$ cat config.mk
export PLATFORM = sky130hd
export DESIGN_NAME = wb_mux_tmo
export DESIGN_NICKNAME = d
export VERILOG_FILES = /design/src/rtl/wb_mux_tmo.sv
export SDC_FILE = /design/constraint.sdc
export NUM_CORES = 1
export LEC_CHECK = 0
export CAP_MARGIN = 30
export CELL_PAD_IN_SITES_DETAIL_PLACEMENT = 0
export CELL_PAD_IN_SITES_GLOBAL_PLACEMENT = 1
export CORE_AREA = 2 2 481 483
export DETAILED_ROUTE_END_ITERATION = 8
export DIE_AREA = 0 0 483 485
export PLACE_DENSITY = 0.35
export SLEW_MARGIN = 20
export SYNTH_ARGS = -nofsm -noshare
export SYNTH_HDL_FRONTEND = slang
export SYNTH_SLANG_ARGS = --single-unit
$ cat constraint.sdc
create_clock -name wb_clk_i -period 4.7 [get_ports wb_clk_i]
set_clock_uncertainty 0.1 [all_clocks]
set_input_delay 1.41 -clock wb_clk_i [delete_from_list [all_inputs] [get_ports wb_clk_i]]
set_output_delay 1.41 -clock wb_clk_i [all_outputs]
set_load 0.03 [all_outputs]
$ cat src/rtl/wb_mux_tmo.sv
// Wishbone classic 1-master / N-slave decoder-mux with a per-transfer slave
// watchdog, an error response for unmapped addresses, an optional registered
// response stage and a slave select that is locked for the whole cyc period.
//
// Handshake: a master transfer is requested with wbm_cyc_i & wbm_stb_i and is
// completed by exactly one cycle of wbm_ack_o, wbm_err_o or wbm_rty_o; the
// master must keep adr/dat/sel/we stable while stb is high and no response has
// been seen. Toward the slaves, the selected slave sees the same
// cyc/stb semantics and completes with its own ack/err/rty.
module wb_mux_tmo #(
  parameter int                       NUM_SLAVES = 10,
  parameter int                       AW         = 32,
  parameter int                       DW         = 32,
  parameter logic [NUM_SLAVES*AW-1:0] MATCH_ADDR = '0,
  parameter logic [NUM_SLAVES*AW-1:0] MATCH_MASK = '0,
  parameter int                       TIMEOUT    = 255,
  parameter bit                       REG_RESP   = 1'b0
) (
  input  logic                         wb_clk_i,
  input  logic                         wb_rst_n_i,
  // master side
  input  logic [AW-1:0]                wbm_adr_i,
  input  logic [DW-1:0]                wbm_dat_i,
  input  logic [DW/8-1:0]              wbm_sel_i,
  input  logic                         wbm_we_i,
  input  logic                         wbm_cyc_i,
  input  logic                         wbm_stb_i,
  input  logic [2:0]                   wbm_cti_i,
  input  logic [1:0]                   wbm_bte_i,
  output logic [DW-1:0]                wbm_dat_o,
  output logic                         wbm_ack_o,
  output logic                         wbm_err_o,
  output logic                         wbm_rty_o,
  // slave side
  output logic [NUM_SLAVES*AW-1:0]     wbs_adr_o,
  output logic [NUM_SLAVES*DW-1:0]     wbs_dat_o,
  output logic [NUM_SLAVES*DW/8-1:0]   wbs_sel_o,
  output logic [NUM_SLAVES-1:0]        wbs_we_o,
  output logic [NUM_SLAVES-1:0]        wbs_cyc_o,
  output logic [NUM_SLAVES-1:0]        wbs_stb_o,
  output logic [NUM_SLAVES*3-1:0]      wbs_cti_o,
  output logic [NUM_SLAVES*2-1:0]      wbs_bte_o,
  input  logic [NUM_SLAVES*DW-1:0]     wbs_dat_i,
  input  logic [NUM_SLAVES-1:0]        wbs_ack_i,
  input  logic [NUM_SLAVES-1:0]        wbs_err_i,
  input  logic [NUM_SLAVES-1:0]        wbs_rty_i,
  // watchdog status
  output logic                         tmo_o,
  output logic [3:0]                   tmo_slave_o,
  // debug view of the FSM state
  output logic [2:0]                   dbg_state_o
);

  localparam int WW = $clog2(TIMEOUT + 1);
  localparam logic [WW-1:0] WDOG_LAST = WW'(TIMEOUT - 1);

  typedef enum logic [2:0] {
    S_IDLE   = 3'd0,
    S_ACTIVE = 3'd1,
    S_RESP   = 3'd2,
    S_ERR    = 3'd3,
    S_ABORT  = 3'd4
  } state_t;

  state_t                  r_state;
  logic [3:0]              r_sel;
  logic [WW-1:0]           r_wdog;
  logic [DW-1:0]           r_rdat;
  logic                    r_rack;
  logic                    r_rerr;
  logic                    r_rrty;
  logic [3:0]              r_tmo_slave;

  logic                    w_hit;
  logic [3:0]              w_hit_idx;
  logic [NUM_SLAVES-1:0]   w_sel_oh;
  logic [DW-1:0]           w_s_dat;
  logic                    w_s_ack;
  logic                    w_s_err;
  logic                    w_s_rty;
  logic                    w_s_resp;

  // Address decode: scan from the top so the lowest matching index wins.
  always_comb begin
    w_hit     = 1'b0;
    w_hit_idx = '0;
    for (int i = NUM_SLAVES - 1; i >= 0; i--) begin
      if ((wbm_adr_i & MATCH_MASK[i*AW +: AW]) == MATCH_ADDR[i*AW +: AW]) begin
        w_hit     = 1'b1;
        w_hit_idx = 4'(i);
      end
    end
  end

  // Pick out the locked slave's response; responses of other slaves are ignored.
  always_comb begin
    w_sel_oh = '0;
    w_s_dat  = '0;
    w_s_ack  = 1'b0;
    w_s_err  = 1'b0;
    w_s_rty  = 1'b0;
    for (int i = 0; i < NUM_SLAVES; i++) begin
      if (r_sel == 4'(i)) begin
        w_sel_oh[i] = 1'b1;
        w_s_dat     = wbs_dat_i[i*DW +: DW];
        w_s_ack     = wbs_ack_i[i];
        w_s_err     = wbs_err_i[i];
        w_s_rty     = wbs_rty_i[i];
      end
    end
  end

  assign w_s_resp = w_s_ack | w_s_err | w_s_rty;

  // Request fields go to every slave; only cyc/stb are steered.
  assign wbs_adr_o = {NUM_SLAVES{wbm_adr_i}};
  assign wbs_dat_o = {NUM_SLAVES{wbm_dat_i}};
  assign wbs_sel_o = {NUM_SLAVES{wbm_sel_i}};
  assign wbs_we_o  = {NUM_SLAVES{wbm_we_i}};
  assign wbs_cti_o = {NUM_SLAVES{wbm_cti_i}};
  assign wbs_bte_o = {NUM_SLAVES{wbm_bte_i}};

  // Main FSM: select lock, watchdog, response capture and abort bookkeeping.
  always_ff @(posedge wb_clk_i or negedge wb_rst_n_i) begin
    if (!wb_rst_n_i) begin
      r_state     <= S_IDLE;
      r_sel       <= '0;
      r_wdog      <= '0;
      r_rdat      <= '0;
      r_rack      <= 1'b0;
      r_rerr      <= 1'b0;
      r_rrty      <= 1'b0;
      r_tmo_slave <= '0;
    end else begin
      case (r_state)
        S_IDLE: begin
          r_wdog <= '0;
          if (wbm_cyc_i && wbm_stb_i) begin
            r_sel   <= w_hit_idx;
            r_state <= w_hit ? S_ACTIVE : S_ERR;
          end
        end
        S_ACTIVE: begin
          if (!wbm_cyc_i) begin
            r_wdog  <= '0;
            r_state <= S_IDLE;
          end else if (w_s_resp) begin
            // A response in the last watchdog cycle still wins over the abort.
            r_wdog <= '0;
            if (REG_RESP) begin
              r_rdat  <= w_s_dat;
              r_rack  <= w_s_ack;
              r_rerr  <= w_s_err;
              r_rrty  <= w_s_rty;
              r_state <= S_RESP;
            end
          end else if (wbm_stb_i) begin
            if (r_wdog == WDOG_LAST) begin
              r_wdog      <= '0;
              r_tmo_slave <= r_sel;
              r_state     <= S_ABORT;
            end else begin
              r_wdog <= r_wdog + WW'(1);
            end
          end else begin
            r_wdog <= '0;
          end
        end
        S_RESP: begin
          r_rack  <= 1'b0;
          r_rerr  <= 1'b0;
          r_rrty  <= 1'b0;
          r_state <= wbm_cyc_i ? S_ACTIVE : S_IDLE;
        end
        S_ERR:   r_state <= S_IDLE;
        S_ABORT: r_state <= S_IDLE;
        default: r_state <= S_IDLE;
      endcase
    end
  end

  // Slave cyc follows the master while a slave is locked; stb is held off in RESP.
  always_comb begin
    wbs_cyc_o = '0;
    wbs_stb_o = '0;
    if (r_state == S_ACTIVE || r_state == S_RESP) begin
      wbs_cyc_o = w_sel_oh & {NUM_SLAVES{wbm_cyc_i}};
    end
    if (r_state == S_ACTIVE) begin
      wbs_stb_o = w_sel_oh & {NUM_SLAVES{wbm_stb_i}};
    end
  end

  // Master response: pass-through, registered copy, or locally generated error.
  always_comb begin
    wbm_dat_o = '0;
    wbm_ack_o = 1'b0;
    wbm_err_o = 1'b0;
    wbm_rty_o = 1'b0;
    case (r_state)
      S_ACTIVE: begin
        if (!REG_RESP && wbm_cyc_i) begin
          wbm_dat_o = w_s_dat;
          wbm_ack_o = w_s_ack;
          wbm_err_o = w_s_err;
          wbm_rty_o = w_s_rty;
        end
      end
      S_RESP: begin
        // A master that has already dropped cyc no longer wants the response.
        if (wbm_cyc_i) begin
          wbm_dat_o = r_rdat;
          wbm_ack_o = r_rack;
          wbm_err_o = r_rerr;
          wbm_rty_o = r_rrty;
        end
      end
      S_ERR:   wbm_err_o = 1'b1;
      S_ABORT: wbm_err_o = 1'b1;
      default: ;
    endcase
  end

  assign tmo_o       = (r_state == S_ABORT);
  assign tmo_slave_o = r_tmo_slave;
  assign dbg_state_o = r_state;

endmodule

==> results of run 1 <==
==> worst max-delay path, delay by kind of cell <==
kind | cells | cell delay, ps
compound gates | 1 | 80
simple gates | 2 | 410
buf+inv | 2 | 890
==> cell usage after synthesis, drive strengths merged (2+ instances only) <==
cell type	count	area, um^2
a21oi	5	25.02
and2	2	13.77
and3	35	220.2
buf	764	5739
clkbuf	8	31.28
dfrtp	10	250.2
ha	5	62.56
inv	3	11.26
nand2	7	26.28
nand3	6	30.03
nor2	5	18.77
nor3	2	10.01
o21ai	5	25.02
xnor2	2	17.52
==> power by group through the flow <==
stage / clock, uW / combinational, uW / sequential (uW)
6_report: 172 / 447 / 97.1
3_5_place_dp: 0 / 456 / 98.7
2_1_floorplan: 0 / 1420 / 105
4_1_cts: 175 / 458 / 97.4
5_1_grt: 181 / 476 / 98.4
3_3_place_gp: 0 / 460 / 98.3
==> sequential cells by signal (all words and copies together) (netlist names) <==
register	cells
r_wdog	8
dbg_state_o	2
==> stage by stage <==
stage	instances	setup slack [ps]
floorplan	896	529.5
global placement	3230	346.8
detailed placement	3230	376.8
CTS	3234	375.9
global route	3234	253.0
finish	3234	393.2
==> area by class of cell <==
class                   instances  area (um^2)
inverters                       3        11.26
flip-flops and latches         10        250.2
multi-input cells             111        681.9
fillers                     27400       223300
well taps                    3026         3786
repair buffers                 80        853.3
clock buffers                   4        88.84
==> routing by layer <==
layer / global-route usage, % / vias to the layer above
li1: - / 569
met1: 0.7686 / 563
met2: 2.919 / 469
met3: 2.442 / 188
met4: 1.709 / 0
met5: 0.1021 / -
==> cell families (layout without fill, tap and decap cells) <==
kind of cell | Yosys count | after routing | synth area share (%)
AO/OA/AOI/OAI | 16 | 16 | 1.547
XOR/XNOR | 3 | 3 | 0.3963
AND/OR/NAND/NOR | 63 | 63 | 5.944
buffers and inverters | 775 | 87 | 87.19
adder cells (fa/ha/maj) | 5 | 5 | 0.9434
other | 1 | 23 | 0.05655
multiplexers | 1 | 1 | 0.1509
flip-flops | 10 | 10 | 3.774
==> worst min-delay path by stage <==
stage	slack, ps	depth (start not counted)	from	to
2_1_floorplan	370	1	r_wdog[6]	r_wdog[6]
3_3_place_gp	400	1	r_wdog[6]	r_wdog[6]
3_5_place_dp	410	1	r_wdog[6]	r_wdog[6]
4_1_cts	410	1	r_wdog[6]	r_wdog[6]
5_1_grt	450	1	r_wdog[6]	r_wdog[6]
6_report	410	1	r_wdog[6]	r_wdog[6]
==> results_dict.tcl, run 1 <==
set metrics [dict create \
    async_flop_share_pct 100.0 \
    p_total_uw 716.1 \
    ys_warn_count 32 \
    cp-start-kind "input port" \
    ios 1231 \
    die_h_um 485 \
    cp.arrival_ps 2800 \
    drtIter0Drc 124 \
    worstPathCellList "clkdlybuf4s50_1 > and2_2 > a21oi_1 > nor2b_1 > buf_4" \
    power_density_nw_per_um2 126.3 \
    ff2ff_path_depth 6 \
    wire_per_inst_um 7.207 \
    met3_length_um 7185 \
    clk_latency_ps 240 \
    switching_share_pct 45.27 \
    status "finished clean" \
    postSynthAreaPerCell_um2 7.587 \
    crit_type "in2out" \
    ff2ff_setup_slack_ps 2810 \
    critPathSlowestCell "clkdlybuf4s50_1" \
    dp_hpwl_um 20790 \
    cts_tree "done" \
    area_growth_pct -14.47 \
    rsz0062_at_grt "no" \
    drtAntennaViolNets 0 \
    via_per_inst 0.5532 \
    p_int_uw 391.9 \
    hold_buffers 0 \
    synth_seq_cells 10 \
    vias 1789 \
    synth.distinct_cells 33 \
    drive_above_1_share_pct 23.08 \
    synth_edf_count 0 \
    reg2reg_to "r_wdog[7]" \
    cp-endpoint "wbm_err_o" \
    cts.sinks 10 \
    syn_inst 874 \
    seq_power_share_pct 13.6 \
    finalHoldViolations 0 \
    final_common_cell "clkdlybuf4s50_1" \
    p_sw_uw 324.2 \
    core_um2 229000 \
    period_needed_ps 4307 \
    place_area_um2 5583 \
    drv_slew 0 \
    ctsHtreeMaxLevel 1 \
    slew_headroom_pct 60.30 \
    cts_buffers 3 \
    grt_max_degree 34 \
    highest_layer "met4" \
    cts-root-buf "clkbuf_16" \
    grt_pass1_wl_um 27560 \
    first_pass_iters 4 \
    synth_flop_cell "dfrtp_1" \
    comb_power_share_pct 62.4 \
    critPathMaxFanout 11 \
    cts-resized-gates 0 \
    worst_pin_slew_ps 593.4 \
    dieArea_um2 234300 \
    fin_area_um2 5672 \
    wl_met2_um 10550 \
    core.rowCount 176 \
    synthesis.area_um2 6631 \
    setup_violations 0 \
    min_period_over_period_pct 91.63 \
    worstSetupEndpointType "primary output" \
    globalRouteOverflowTotal 0 \
    drc 0 \
    r2r-start "dbg_state_o[0]" \
    track_usage_pct 1.826 \
    irDropWorstVdd_mv 0.08406 \
    clockPowerShare_pct 24.0 \
    finalSetupTns_ps 0 \
    leakagePower_uw 0.001004 \
    layout_common_cells "41 x clkdlybuf4s50_1, 34 x and3_1, 27 x buf_4" \
    hold_ws_ps 406.2 \
    max_stage_delay_ps 720 \
    m1WireLength_um 3237 \
    grt_pass1_vias 1825 \
    antenna_found_initial 3 \
    die_x_um 483 \
    cts_buffer_depth 2 \
    timing.fmax_ghz 0.2322 \
    port_buffers 78 \
    gp_congestion 0.6154 \
    worstHoldPathType "reg2reg" \
    fin_util_pct 2.477 \
    postRouteWirelength_um 23310 \
    nets 642 \
    path_clk_slew_ps 40 \
    initial_core_util_pct 2.896 \
    postCtsSetupBuffers 0 \
    yosysSeqAreaShare_pct 3.774 \
    worstPathRequired_ps 3190 \
    crit_start "wbm_cyc_i" \
    max_cap_violations 0 \
    diodes 0 \
]
Power figures use the tool's default switching activity.
==> run 2: changes to the inputs <==
--- a/config.mk
+++ b/config.mk
@@ -5,12 +5,12 @@
 export SDC_FILE = /design/constraint.sdc
 export NUM_CORES = 1
 export LEC_CHECK = 0
-export CAP_MARGIN = 30
 export CELL_PAD_IN_SITES_DETAIL_PLACEMENT = 0
 export CELL_PAD_IN_SITES_GLOBAL_PLACEMENT = 1
 export CORE_AREA = 2 2 481 483
 export DETAILED_ROUTE_END_ITERATION = 8
 export DIE_AREA = 0 0 483 485
+export MAX_ROUTING_LAYER = met4
 export PLACE_DENSITY = 0.35
 export SLEW_MARGIN = 20
 export SYNTH_ARGS = -nofsm -noshare
==> run 2 against run 1 <==
Combinational power about the same. Final cell count unchanged. Clock power is essentially flat. Power up 0.14%. Critical path depth unchanged. Critical endpoint unchanged.
==> results_dict.tcl, run 2 (synthesized netlist as in run 1, its figures left out) <==
set metrics [dict create \
    largest_register_ffs 8 \
    dp.cells 3230 \
    cp-endpoint "wbm_err_o" \
    track_usage_pct 1.882 \
    vias 1795 \
    drive_above_1_share_pct 23.08 \
    first_pass_iters 4 \
    cts_buffer_depth 2 \
    drv_slew 0 \
    cp.arrival_ps 2800 \
    hold_ws_ps 406.2 \
    clk_latency_ps 240 \
    crit_type "in2out" \
    cts.sinks 10 \
    dp_hpwl_um 20790 \
    area_growth_pct -14.47 \
    max_stage_delay_ps 720 \
    cts_tree "done" \
    reg2reg_to "r_wdog[7]" \
    worstHoldPathType "reg2reg" \
    drtAntennaViolNets 0 \
    worstSetupEndpointType "primary output" \
    cp-start-kind "input port" \
    dieArea_um2 234300 \
    cts_buffers 3 \
    max_cap_violations 0 \
    crit_start "wbm_cyc_i" \
    critPathMaxFanout 11 \
    gp_congestion 0.6199 \
    period_needed_ps 4308 \
    grt_pass1_vias 1818 \
    ios 1231 \
    ctsHtreeMaxLevel 1 \
    ff2ff_path_depth 6 \
    rsz0062_at_grt "no" \
    core.rowCount 176 \
    die_h_um 485 \
    finalSetupTns_ps 0 \
    grt_pass1_wl_um 27580 \
    finalHoldViolations 0 \
    globalRouteOverflowTotal 0 \
    wire_per_inst_um 7.203 \
    core_um2 229000 \
    final-seq-area_um2 250.2 \
    critPathSlowestCell "clkdlybuf4s50_1" \
    path_clk_slew_ps 40 \
    diodes 0 \
    multiInputGateArea_um2 681.9 \
    min_period_over_period_pct 91.67 \
    r2r-start "dbg_state_o[0]" \
    fillers 27400 \
    cts-root-buf "clkbuf_16" \
    fin_cells 3234 \
    slew_headroom_pct 60.17 \
    nets 642 \
    postCtsSetupBuffers 0 \
    place_area_um2 5583 \
    fin_util_pct 2.477 \
    leakagePower_uw 0.001004 \
    timing.fmax_ghz 0.2321 \
    port_buffers 78 \
    postRouteWirelength_um 23300 \
    cts-resized-gates 0 \
    drc 0 \
    worst_pin_slew_ps 595.2 \
    worstPathCellList "clkdlybuf4s50_1 > and2_2 > a21oi_1 > nor2b_1 > buf_4" \
    via_per_inst 0.5550 \
    layout_common_cells "41 x clkdlybuf4s50_1, 34 x and3_1, 27 x buf_4" \
    antenna_found_initial 3 \
    power_density_nw_per_um2 126.4 \
    fin_area_um2 5672 \
    hold_buffers 0 \
    drtIter0Drc 88 \
    status "finished clean" \
    top_register "r_wdog" \
    ff2ff_setup_slack_ps 2810 \
    setup_violations 0 \
    irDropWorstVdd_mv 0.08367 \
    initial_core_util_pct 2.896 \
    final_common_cell "clkdlybuf4s50_1" \
    die_x_um 483 \
    grt_max_degree 34 \
    worstPathRequired_ps 3190 \
]
run 2: cell counts in the layout (fill, tap and decap cells not counted):
No cell type changed its count.
run 2: worst min path at each step:
stage	from	endpoint	depth (start not counted)
after floorplan	r_wdog[6]	r_wdog[6]	1
after global placement	r_wdog[6]	r_wdog[6]	1
after detailed placement	r_wdog[6]	r_wdog[6]	1
after CTS	r_wdog[6]	r_wdog[6]	1
after global routing	r_wdog[6]	r_wdog[6]	1
final	r_wdog[6]	r_wdog[6]	1
run 2: stage by stage:
step / worst slack, ps / power, uW
global placement: 346.8 / 557.9
CTS: 375.9 / 730.3
global route: 253.0 / 756.3
finish: 391.7 / 717.1
detailed placement: 376.8 / 554.6
floorplan: 529.5 / 1530
run 2: area by class of cell:
| cell class | count | area share, % |
|---|---|---|
| Timing Repair Buffer | 80 | 15.05 |
| Multi-Input combinational cell | 111 | 12.02 |
| Clock buffer | 4 | 1.566 |
| Sequential cell | 10 | 4.412 |
| Inverter | 3 | 0.1985 |
| Tap cell | 3026 | 66.75 |
run 2: power breakdown:
group | total [uW] | switching, uW | internal (uW) | leakage [uW]
clock network | 171 | 43.2 | 128 | 0.0000442
registers | 97.2 | 6.28 | 90.9 | 0.000138
logic | 448 | 276 | 173 | 0.000822
total | 717 | 325 | 392 | 0.00100
run 2: worst max-delay path, delay by kind of cell:
family / cells / cell delay (ps)
AOI/OAI and AO/OA: 1 / 80
and+or+nand+nor: 2 / 410
buffers and inverters: 2 / 890
run 2: per-layer routing:
metal | track usage, % | up-vias | part of all wire (%)
met5 | - | - | 0
met4 | 1.746 | 0 | 10
met3 | 2.431 | 210 | 31
met2 | 2.896 | 459 | 45
met1 | 0.7966 | 557 | 14
li1 | - | 569 | -
